`config.mk`:
```
export PLATFORM = sky130hd
export DESIGN_NAME = diamond_tracker
export DESIGN_NICKNAME = d
export VERILOG_FILES = /design/src/rtl/diamond_pkg.sv /design/src/rtl/diamond_hit.sv /design/src/rtl/diamond_tracker.sv
export SDC_FILE = /design/constraint.sdc
export NUM_CORES = 1
export LEC_CHECK = 0
export ABC_CLOCK_PERIOD_IN_PS = 9840
export CORE_MARGIN = 3
export CORE_UTILIZATION = 45
export DETAILED_ROUTE_END_ITERATION = 16
export PLACE_DENSITY = 0.72
export SYNTH_ARGS = -nofsm -noshare
export SYNTH_HDL_FRONTEND = slang
export SYNTH_HIERARCHICAL = 1
export SYNTH_SLANG_ARGS = --single-unit
export TNS_END_PERCENT = 20
```
`constraint.sdc`:
```
create_clock -name Clk -period 9.84 [get_ports Clk]
set_input_delay 1.968 -clock Clk [delete_from_list [all_inputs] [get_ports Clk]]
set_output_delay 1.968 -clock Clk [all_outputs]
set_load 0.01 [all_outputs]
```
`src/rtl/diamond_pkg.sv`:
```
// rtl/diamond_pkg.sv - shared constants and types for the diamond tracker
// Contents: default coordinate width and diamond size, slot limit,
// coordinate type and per-slot state encoding.
package diamond_pkg;

  localparam int COORD_W      = 10;
  localparam int DIAM_SIZE    = 20;
  localparam int MAX_DIAMONDS = 15;

  typedef logic [COORD_W-1:0] coord_t;

  typedef enum logic {
    AVAIL = 1'b0,
    EATEN = 1'b1
  } slot_state_e;

endpackage

```
`src/rtl/diamond_hit.sv`:
```
// rtl/diamond_hit.sv - combinational player-box / diamond overlap check for one slot
// Ports:
//   valid                     slot present in the current level
//   left, right, top, bottom  player box edges, inclusive, COORD_W+1 bits
//   dx, dy                    diamond top-left corner
//   hit                       box overlaps [dx, dx+DIAM_SIZE) x [dy, dy+DIAM_SIZE)
module diamond_hit #(
  parameter int COORD_W   = diamond_pkg::COORD_W,
  parameter int DIAM_SIZE = diamond_pkg::DIAM_SIZE
) (
  input  logic               valid,
  input  logic [COORD_W:0]   left,
  input  logic [COORD_W:0]   right,
  input  logic [COORD_W:0]   top,
  input  logic [COORD_W:0]   bottom,
  input  logic [COORD_W-1:0] dx,
  input  logic [COORD_W-1:0] dy,
  output logic               hit
);

  import diamond_pkg::*;

  logic [COORD_W:0] dx_ext;
  logic [COORD_W:0] dy_ext;
  logic [COORD_W:0] dx_end;
  logic [COORD_W:0] dy_end;

  // The extra bit keeps dx+DIAM_SIZE from wrapping near the screen edge.
  assign dx_ext = {1'b0, dx};
  assign dy_ext = {1'b0, dy};
  assign dx_end = dx_ext + (COORD_W+1)'(DIAM_SIZE);
  assign dy_end = dy_ext + (COORD_W+1)'(DIAM_SIZE);

  assign hit = valid
             & (left < dx_end) & (right >= dx_ext)
             & (top  < dy_end) & (bottom >= dy_ext);

endmodule

```
`src/rtl/diamond_tracker.sv`:
```
// rtl/diamond_tracker.sv - per-player diamond collection tracker
// Ports:
//   Clk, Reset                 clock, synchronous active-high reset
//   frame_tick                 collisions sampled only on this strobe
//   level_load                 clears all eaten state (wins over frame_tick)
//   x, y, width, height        player centre and box size
//   diam_x, diam_y, diam_valid packed per-slot diamond corners and presence
//   eaten, num_eaten           sticky per-slot flags and their popcount
//   collect_pulse/collect_mask one-cycle event with the newly eaten slots
//   all_eaten                  every valid slot eaten, at least one valid
module diamond_tracker #(
  parameter int NUM_DIAMONDS = 3,
  parameter int DIAM_SIZE    = diamond_pkg::DIAM_SIZE,
  parameter int COORD_W      = diamond_pkg::COORD_W,
  parameter int CNT_W        = 4
) (
  input  logic                              Clk,
  input  logic                              Reset,
  input  logic                              frame_tick,
  input  logic                              level_load,
  input  logic [COORD_W-1:0]                x,
  input  logic [COORD_W-1:0]                y,
  input  logic [6:0]                        width,
  input  logic [6:0]                        height,
  input  logic [NUM_DIAMONDS*COORD_W-1:0]   diam_x,
  input  logic [NUM_DIAMONDS*COORD_W-1:0]   diam_y,
  input  logic [NUM_DIAMONDS-1:0]           diam_valid,
  output logic [NUM_DIAMONDS-1:0]           eaten,
  output logic [CNT_W-1:0]                  num_eaten,
  output logic                              collect_pulse,
  output logic [NUM_DIAMONDS-1:0]           collect_mask,
  output logic                              all_eaten
);

  import diamond_pkg::*;

  localparam int BW = COORD_W + 1;

  logic [BW-1:0] x_ext, y_ext, half_w, half_h;
  logic [BW-1:0] box_left, box_right, box_top, box_bottom;

  logic [NUM_DIAMONDS-1:0] hit;
  logic [NUM_DIAMONDS-1:0] new_eaten;
  logic [NUM_DIAMONDS-1:0] eaten_d;
  logic [CNT_W-1:0]        cnt_d;

  slot_state_e state_q [NUM_DIAMONDS];
  slot_state_e state_d [NUM_DIAMONDS];

  // Player box, computed once and shared by every slot comparator.
  assign x_ext  = {1'b0, x};
  assign y_ext  = {1'b0, y};
  assign half_w = BW'(width >> 1);
  assign half_h = BW'(height >> 1);

  // Clamp at the screen edge instead of letting the subtraction wrap.
  assign box_left   = (x_ext < half_w) ? '0 : x_ext - half_w;
  assign box_top    = (y_ext < half_h) ? '0 : y_ext - half_h;
  assign box_right  = x_ext + half_w;
  assign box_bottom = y_ext + half_h;

  for (genvar i = 0; i < NUM_DIAMONDS; i++) begin : g_hit
    diamond_hit #(
      .COORD_W   (COORD_W),
      .DIAM_SIZE (DIAM_SIZE)
    ) u_hit (
      .valid  (diam_valid[i]),
      .left   (box_left),
      .right  (box_right),
      .top    (box_top),
      .bottom (box_bottom),
      .dx     (diam_x[i*COORD_W +: COORD_W]),
      .dy     (diam_y[i*COORD_W +: COORD_W]),
      .hit    (hit[i])
    );
  end

  // Per-slot next state; level_load overrides any hit on the same tick.
  always_comb begin
    new_eaten = '0;
    eaten_d   = '0;
    for (int i = 0; i < NUM_DIAMONDS; i++) begin
      state_d[i] = state_q[i];
      if (level_load) begin
        state_d[i] = AVAIL;
      end else if (frame_tick && hit[i]) begin
        state_d[i] = EATEN;
        new_eaten[i] = (state_q[i] == AVAIL);
      end
      eaten_d[i] = (state_d[i] == EATEN);
    end
  end

  always_comb begin
    cnt_d = '0;
    for (int i = 0; i < NUM_DIAMONDS; i++) begin
      cnt_d = cnt_d + CNT_W'(eaten_d[i]);
    end
  end

  always_ff @(posedge Clk) begin
    if (Reset) begin
      for (int i = 0; i < NUM_DIAMONDS; i++) begin
        state_q[i] <= AVAIL;
      end
      num_eaten     <= '0;
      collect_pulse <= 1'b0;
      collect_mask  <= '0;
      all_eaten     <= 1'b0;
    end else begin
      for (int i = 0; i < NUM_DIAMONDS; i++) begin
        state_q[i] <= state_d[i];
      end
      // Count and completion follow the next-state vector so they never
      // lag eaten by a cycle.
      num_eaten     <= cnt_d;
      collect_pulse <= |new_eaten;
      collect_mask  <= new_eaten;
      // Slots dropped from the level keep their flag but stop counting here.
      all_eaten     <= (&(eaten_d | ~diam_valid)) & (|diam_valid);
    end
  end

  always_comb begin
    for (int i = 0; i < NUM_DIAMONDS; i++) begin
      eaten[i] = (state_q[i] == EATEN);
    end
  end

endmodule
```
==> key figures, run 1 <==
Logic synthesis
  – Post-synth EDFFs: 0
  – Most used flip-flop cell after synthesis: dfxtp_1
  – Async set-or-reset flop fraction in the synthesized netlist: 0
  – Synth Instances: 682
  – Cell Area, Synth: 5290 um^2
  – Seq cells post-synth: 10
  – Register area share after synthesis: 0.0379
  – Post-synth top area share: 0.355
  – Avg Cell Area, Syn: 7.75 um^2
  – Synth area leaders: ha_1 (36%), inv_1 (7.4%), xnor2_1 (6.1%)
  – Unique masters post-synth: 66
  – Yosys warning count: 6
  – Yosys top cell by area: ha_1

Floorplan
  – Core area: 11200 um^2
  – I/O pin count: 113
  – Initial core utilization: 0.473
  – Die height: 114 um
  – Core Rows: 38
  – Die W: 114 um
  – Die area: 13100 um^2

STA
  – Hold WS: 479 ps
  – Fmax: 145 MHz
  – Rel. slew slack: 0.332
  – Period utilization: 0.698
  – Total negative setup slack: 0 ps
  – Setup Skew: 1.00 ps
  – Max Slew Vio Count: 0
  – Least-Margin Pin Slew: 988 ps
  – Setup violations, final: 0
  – Final hold vios: 0
  – RSZ-0062 raised after global routing: false
  – Min Tclk post-route: 6870 ps

Drt
  – Via Count: 5144
  – Routed Antenna Nets: 0
  – Post-Route WL: 14.4 mm
  – DR vias/cell: 5.57
  – Detailed-route wire length per cell: 15.5 um
  – DRC violations left: 0
  – Initial drt markers: 265
  – Pre-antenna DRT Iters: 5

Setup path
  – Crit Path Max Fanout: 7
  – WS Path Type: in2reg
  – Req. time, crit path: 9950 ps
  – Crit path capture type: flop
  – WP data arrival: 6980 ps
  – Startpoint Class: input pin

Global routing
  – Global route overflow: 0
  – M1 GR Usage: 0.265
  – Largest net degree at the start of global routing: 10
  – Vias in the first global route: 5214
  – Initial antenna violation count: 0
  – Met3 Track Usage GR: 0.0106
  – Grt peak-use layer: met2
  – Overall routing resource usage: 0.217
  – GR Util met2: 0.418
  – First-pass GRT wire length: 23.7 mm

Hold path
  – Hold crit path type: reg2reg

Place
  – Port Buffers: 108
  – Cells after DPL: 920
  – HPWL after detailed placement: 12.8 mm
  – Final Wtd Congestion: 0.896

Pwr
  – Int Power: 0.274 mW
  – Leakage: 3.19 nW
  – Power per standard cell area: 75.8 nW/um^2
  – P_sw: 0.222 mW
  – Switch share: 0.447
  – Flop pwr share: 0.084
  – Max IR drop VDD: 0.0576 mV
  – Combinational power share: 0.778
  – Clock share of power: 0.138
  – Final total power: 0.496 mW

Clock network
  – TritonCTS clock tree: yes
  – CTS root buffer: clkbuf_16
  – Cts hold-fix bufs: 0
  – Clk sink count: 10
  – Clock latency at the later pin of the worst-skew pair: 230 ps
  – Post-CTS Setup Inserts: 0
  – Post-CTS sizing: 0
  – H-tree depth: 1
  – Longest Clk Path Bufs: 2
  – CTS Buf Count: 3
  – Worst-path clk slew: 40 ps

Final layout
  – Layout cells sized above 1: 0.0307
  – Area Growth Syn to Fin: 23.9%
  – Final core utilization: 0.586
  – Nets: 1041
  – Non-filler instance count after layout: 923
  – Ant. Diodes: 0

Job
  – Max-cap violations: 0

Status
  – Outcome: finished clean
[power groups by stage]
stage                     registers (mW)  logic [mW]  clock network (mW)
after floorplan                   0.0424       0.260                   0
after global placement            0.0421       0.364                   0
after detailed placement          0.0421       0.384                   0
after CTS                         0.0415       0.386              0.0698
after global routing              0.0415       0.439              0.0721
final                             0.0415       0.386              0.0686
[cells in the mapped netlist (10+ instances only)]
| cell | count |
|---|---|
| a211oi_1 | 11 |
| a21o_1 | 18 |
| a21oi_1 | 43 |
| dfxtp_1 | 10 |
| ha_1 | 150 |
| inv_1 | 104 |
| nand2_1 | 19 |
| nand2b_1 | 16 |
| nand3_1 | 11 |
| nand4_1 | 15 |
| nor2_1 | 41 |
| nor2b_1 | 15 |
| nor3_1 | 24 |
| o21a_1 | 11 |
| o21ai_0 | 34 |
| xnor2_1 | 37 |
| xor2_1 | 12 |
[final timing paths]
| check | cells after the start | slack (ps) | to | start |
|---|---|---|---|---|
| max | 19 | 2970 | num_eaten[0] | width[2] |
| min | 1 | 480 | collect_mask[0] | state_q[0][0] |
| max reg2reg | 5 | 8350 | num_eaten[0] | state_q[0][2] |
| min reg2reg | 1 | 480 | collect_mask[0] | state_q[0][0] |
[worst max-delay path, cell delays in order]
cell,delay [ps]
clkdlybuf4s50_1,530
inv_1,100
ha_1,310
nor2b_1,150
o31a_4,290
o31a_4,310
nor2b_1,430
a21oi_1,220
ha_1,360
a21o_1,160
a21o_1,180
a221oi_2,250
o311ai_1,120
nor4_1,510
a21oi_1,140
or2_2,340
inv_1,90
fa_1,400
nor2b_1,130
[flip-flops by register name, summed over array words and instances (netlist names)]
register       cells
all_eaten          1
collect_mask       3
state_q            3
num_eaten          2
collect_pulse      1
[per-stage QoR]
stage	setup slack (ps)	instance area, um^2
after floorplan	4100	5290
after global placement	2850	6470
after detailed placement	2750	6470
after CTS	2970	6550
after global routing	2650	6550
final	2970	6550
[layout by cell type, fill, tap and decap left out, types with 11 or more instances in the layout]
cell             netlist  layout
o21a_1                11      11
inv_1                104     104
nor3_1                24      24
clkdlybuf4s50_1        0     108
a21oi_1               43      43
o21ai_0               34      34
nand2_1               19      19
ha_1                 150     150
nor2b_1               15      15
nor2_1                41      41
a21o_1                18      18
nand2b_1              16      16
nand4_1               15      15
xnor2_1               37      37
nand3_1               11      11
a211oi_1              11      11
xor2_1                12      12
[routing by layer]
layer,part of all wire,wire length [um],vias to the layer above
met3,0.036,521,20
met1,0.44,6260,2321
li1,-,-,2662
met4,0.013,190,0
met2,0.51,7380,141
met5,0,0,-
[logic make-up after synthesis]
kind of cell               Yosys count  share of synthesized area
AOI/OAI and AO/OA                  180                      0.242
xor gates and xnor gates            49                     0.0812
adders and majority gates          155                      0.374
buffers and inverters              115                     0.0876
DFF                                 10                     0.0379
other                                1                   0.000709
and+or+nand+nor                    172                      0.177
[layout make-up]
class	count	area [um^2]
Multi-Input combinational cell	558	4630
Inverter	104	390
Tap cell	140	175
Clock buffer	3	75.1
Timing Repair Buffer	108	1080
Fill cell	1033	4620
Sequential cell	10	200
Power figures use the tool's default switching activity.
==> inputs of run 2 (changes only) <==
--- a/config.mk
+++ b/config.mk
@@ -5,7 +5,7 @@
 export SDC_FILE = /design/constraint.sdc
 export NUM_CORES = 1
 export LEC_CHECK = 0
-export ABC_CLOCK_PERIOD_IN_PS = 9840
+export ABC_CLOCK_PERIOD_IN_PS = 6950
 export CORE_MARGIN = 3
 export CORE_UTILIZATION = 45
 export DETAILED_ROUTE_END_ITERATION = 16
==> constraint.sdc (replaced) <==
create_clock -name Clk -period 6.95 [get_ports Clk]
set_input_delay 1.39 -clock Clk [delete_from_list [all_inputs] [get_ports Clk]]
set_output_delay 1.39 -clock Clk [all_outputs]
set_load 0.01 [all_outputs]
==> run 2 against run 1 <==
  * Routed wire length increased by 0.76%
  * Power increased by 42%
  * Non-clock buffer count increased by 4
  * Global-route usage increased by 0.12 points
  * Final cell count increased by 0.43%
  * Sequential share of layout area about the same
  * Sequential power increased by 42%
  * Critical endpoint unchanged
==> key figures, run 2 (synthesized netlist as in run 1, its figures left out) <==
Drt
  – Via Count: 5237
  – Routed Antenna Nets: 0
  – Pre-antenna DRT Iters: 5
  – Detailed-route wire length per cell: 15.6 um
  – Post-Route WL: 14.5 mm
  – Initial drt markers: 315
  – DR vias/cell: 5.65
  – DRC violations left: 0

Setup path
  – Crit Path Max Fanout: 4
  – Crit path depth: 20
  – End of the critical path: num_eaten[0]
  – CP max-delay cell: nor4_1
  – CP peak stage delay: 530 ps
  – WP buf/inv: 3
  – Delay-heaviest family, CP: compound AO/OA/AOI/OAI gates
  – Worst setup path start: x[0]
  – Worst R2R Path Depth: 5
  – Reg2reg setup slack: 5430 ps
  – WP data arrival: 6260 ps
  – Req. time, crit path: 7050 ps
  – Startpoint Class: input pin
  – Crit path capture type: flop
  – Capturing point of the worst reg2reg path: num_eaten[0]
  – WS Path Type: in2reg
  – Worst flop-to-flop path startpoint: state_q[0][0]
  – Worst-path cell chain: clkdlybuf4s50_1, inv_1, ha_1, fa_1, nor2b_1, o31a_1, o21ai_1, a21bo_2, a21oi_1, ha_1, a21o_1, a21o_1, a221oi_2, o311ai_1, nor4_1, a21oi_1, or2_2, inv_1, fa_1, nor2b_1

Final layout
  – Area Growth Syn to Fin: 24.4%
  – Final Cell Area: 6580 um^2
  – Commonest non-fill, non-tap cells in the layout: ha_1 (150), clkdlybuf4s50_1 (108), inv_1 (104), a21oi_1 (43), nor2_1 (41)
  – Nets: 1045
  – Most common cell after layout, fill and taps aside: ha_1
  – Layout cells sized above 1: 0.0356
  – Ant. Diodes: 0
  – Largest regs: collect_mask (3), state_q (3), num_eaten (2)

STA
  – Min Tclk post-route: 6160 ps
  – Least-Margin Pin Slew: 679 ps
  – Period utilization: 0.886
  – Total negative setup slack: 0 ps
  – Fmax: 162 MHz
  – Max Slew Vio Count: 0
  – Final hold vios: 0
  – RSZ-0062 raised after global routing: false
  – Setup Skew: 3.67 ps
  – Rel. slew slack: 0.545
  – Setup violations, final: 0
  – PnR worst setup slack: 791 ps

Place
  – Final Wtd Congestion: 0.896
  – Port Buffers: 108
  – Pre-CTS setup slack: 514 ps
  – HPWL after detailed placement: 12.9 mm
  – Post-DP Area: 6500 um^2

Clock network
  – CTS root buffer: clkbuf_16
  – TritonCTS clock tree: yes
  – Post-CTS sizing: 0
  – Cts hold-fix bufs: 0
  – Worst-path clk slew: 40 ps
  – Longest Clk Path Bufs: 2
  – H-tree depth: 1
  – Clock latency at the later pin of the worst-skew pair: 230 ps
  – Post-CTS Setup Inserts: 0
  – Clk sink count: 10
  – CTS Buf Count: 3

Floorplan
  – Core Rows: 38
  – Initial core utilization: 0.473
  – I/O pin count: 113
  – Die W: 114 um
  – Die height: 114 um
  – Die area: 13100 um^2
  – Core area: 11200 um^2

Pwr
  – Max IR drop VDD: 0.0976 mV
  – Power per standard cell area: 107 nW/um^2
  – Leakage: 3.21 nW

Global routing
  – Global route overflow: 0
  – Overall routing resource usage: 0.218
  – Vias in the first global route: 5286
  – First-pass GRT wire length: 23.8 mm
  – Initial antenna violation count: 0
  – Largest net degree at the start of global routing: 10

Job
  – Max-cap violations: 0

Hold path
  – Hold crit path type: reg2reg

Status
  – Outcome: finished clean
## run 2: cell count changes in the layout (fill, tap and decap cells not counted), sizes merged
cell  before  now
buf        0    4
## run 2: routing by layer
metal  up-vias  global-route usage  share of wire
met3        28              0.0116          0.044
met5         -                   0              0
met4         0              0.0459          0.023
met1      2376               0.259           0.42
li1       2671                   -              -
met2       162               0.428           0.51
## run 2: worst min path at each step
stage	slack, ps	start	depth (start not counted)	endpoint
finish	490	state_q[0][1]	1	collect_mask[1]
global route	520	state_q[0][1]	1	collect_mask[1]
CTS	490	state_q[0][1]	1	collect_mask[1]
detailed placement	460	state_q[0][0]	1	collect_mask[0]
global placement	470	state_q[0][1]	1	collect_mask[1]
floorplan	490	state_q[0][2]	1	collect_mask[2]
## run 2: power breakdown
group          internal, mW  switching [mW]  leakage (nW)
clock                0.0742          0.0224        0.0370
sequential           0.0585        0.000401        0.0806
combinational         0.258           0.292          3.09
total                 0.391           0.315          3.21
## run 2: worst register-to-register path: stages, from the launching register on
cell	delay (ps)
dfxtp_1	370
a21oi_1	70
or2_2	330
inv_1	100
fa_1	380
nor2b_1	150
## run 2: area by class of cell
class | instances | area (um^2)
inverters | 104 | 390
repair buffers | 112 | 1110
fillers | 1034 | 4590
well taps | 140 | 175
clock buffers | 3 | 75.1
flip-flops and latches | 10 | 200
multi-input cells | 558 | 4630
## run 2: per-stage QoR
stage                     instances  total power [mW]  hold WS, ps  utilization
after floorplan                 683             0.429          494            -
after detailed placement        924             0.605          460        0.582
after global routing            927             0.784          524        0.589
final                           927             0.706          492        0.589
after global placement          924             0.578          471        0.582
after CTS                       927             0.707          486        0.589
==> inputs of run 3 (changes only) <==
--- a/config.mk
+++ b/config.mk
@@ -10,6 +10,7 @@
 export CORE_UTILIZATION = 45
 export DETAILED_ROUTE_END_ITERATION = 16
 export PLACE_DENSITY = 0.72
+export SKIP_LAST_GASP = 1
 export SYNTH_ARGS = -nofsm -noshare
 export SYNTH_HDL_FRONTEND = slang
 export SYNTH_HIERARCHICAL = 1
==> results of run 3 <==
No change in the layout: final DEF, timing and power equal those of run 2.
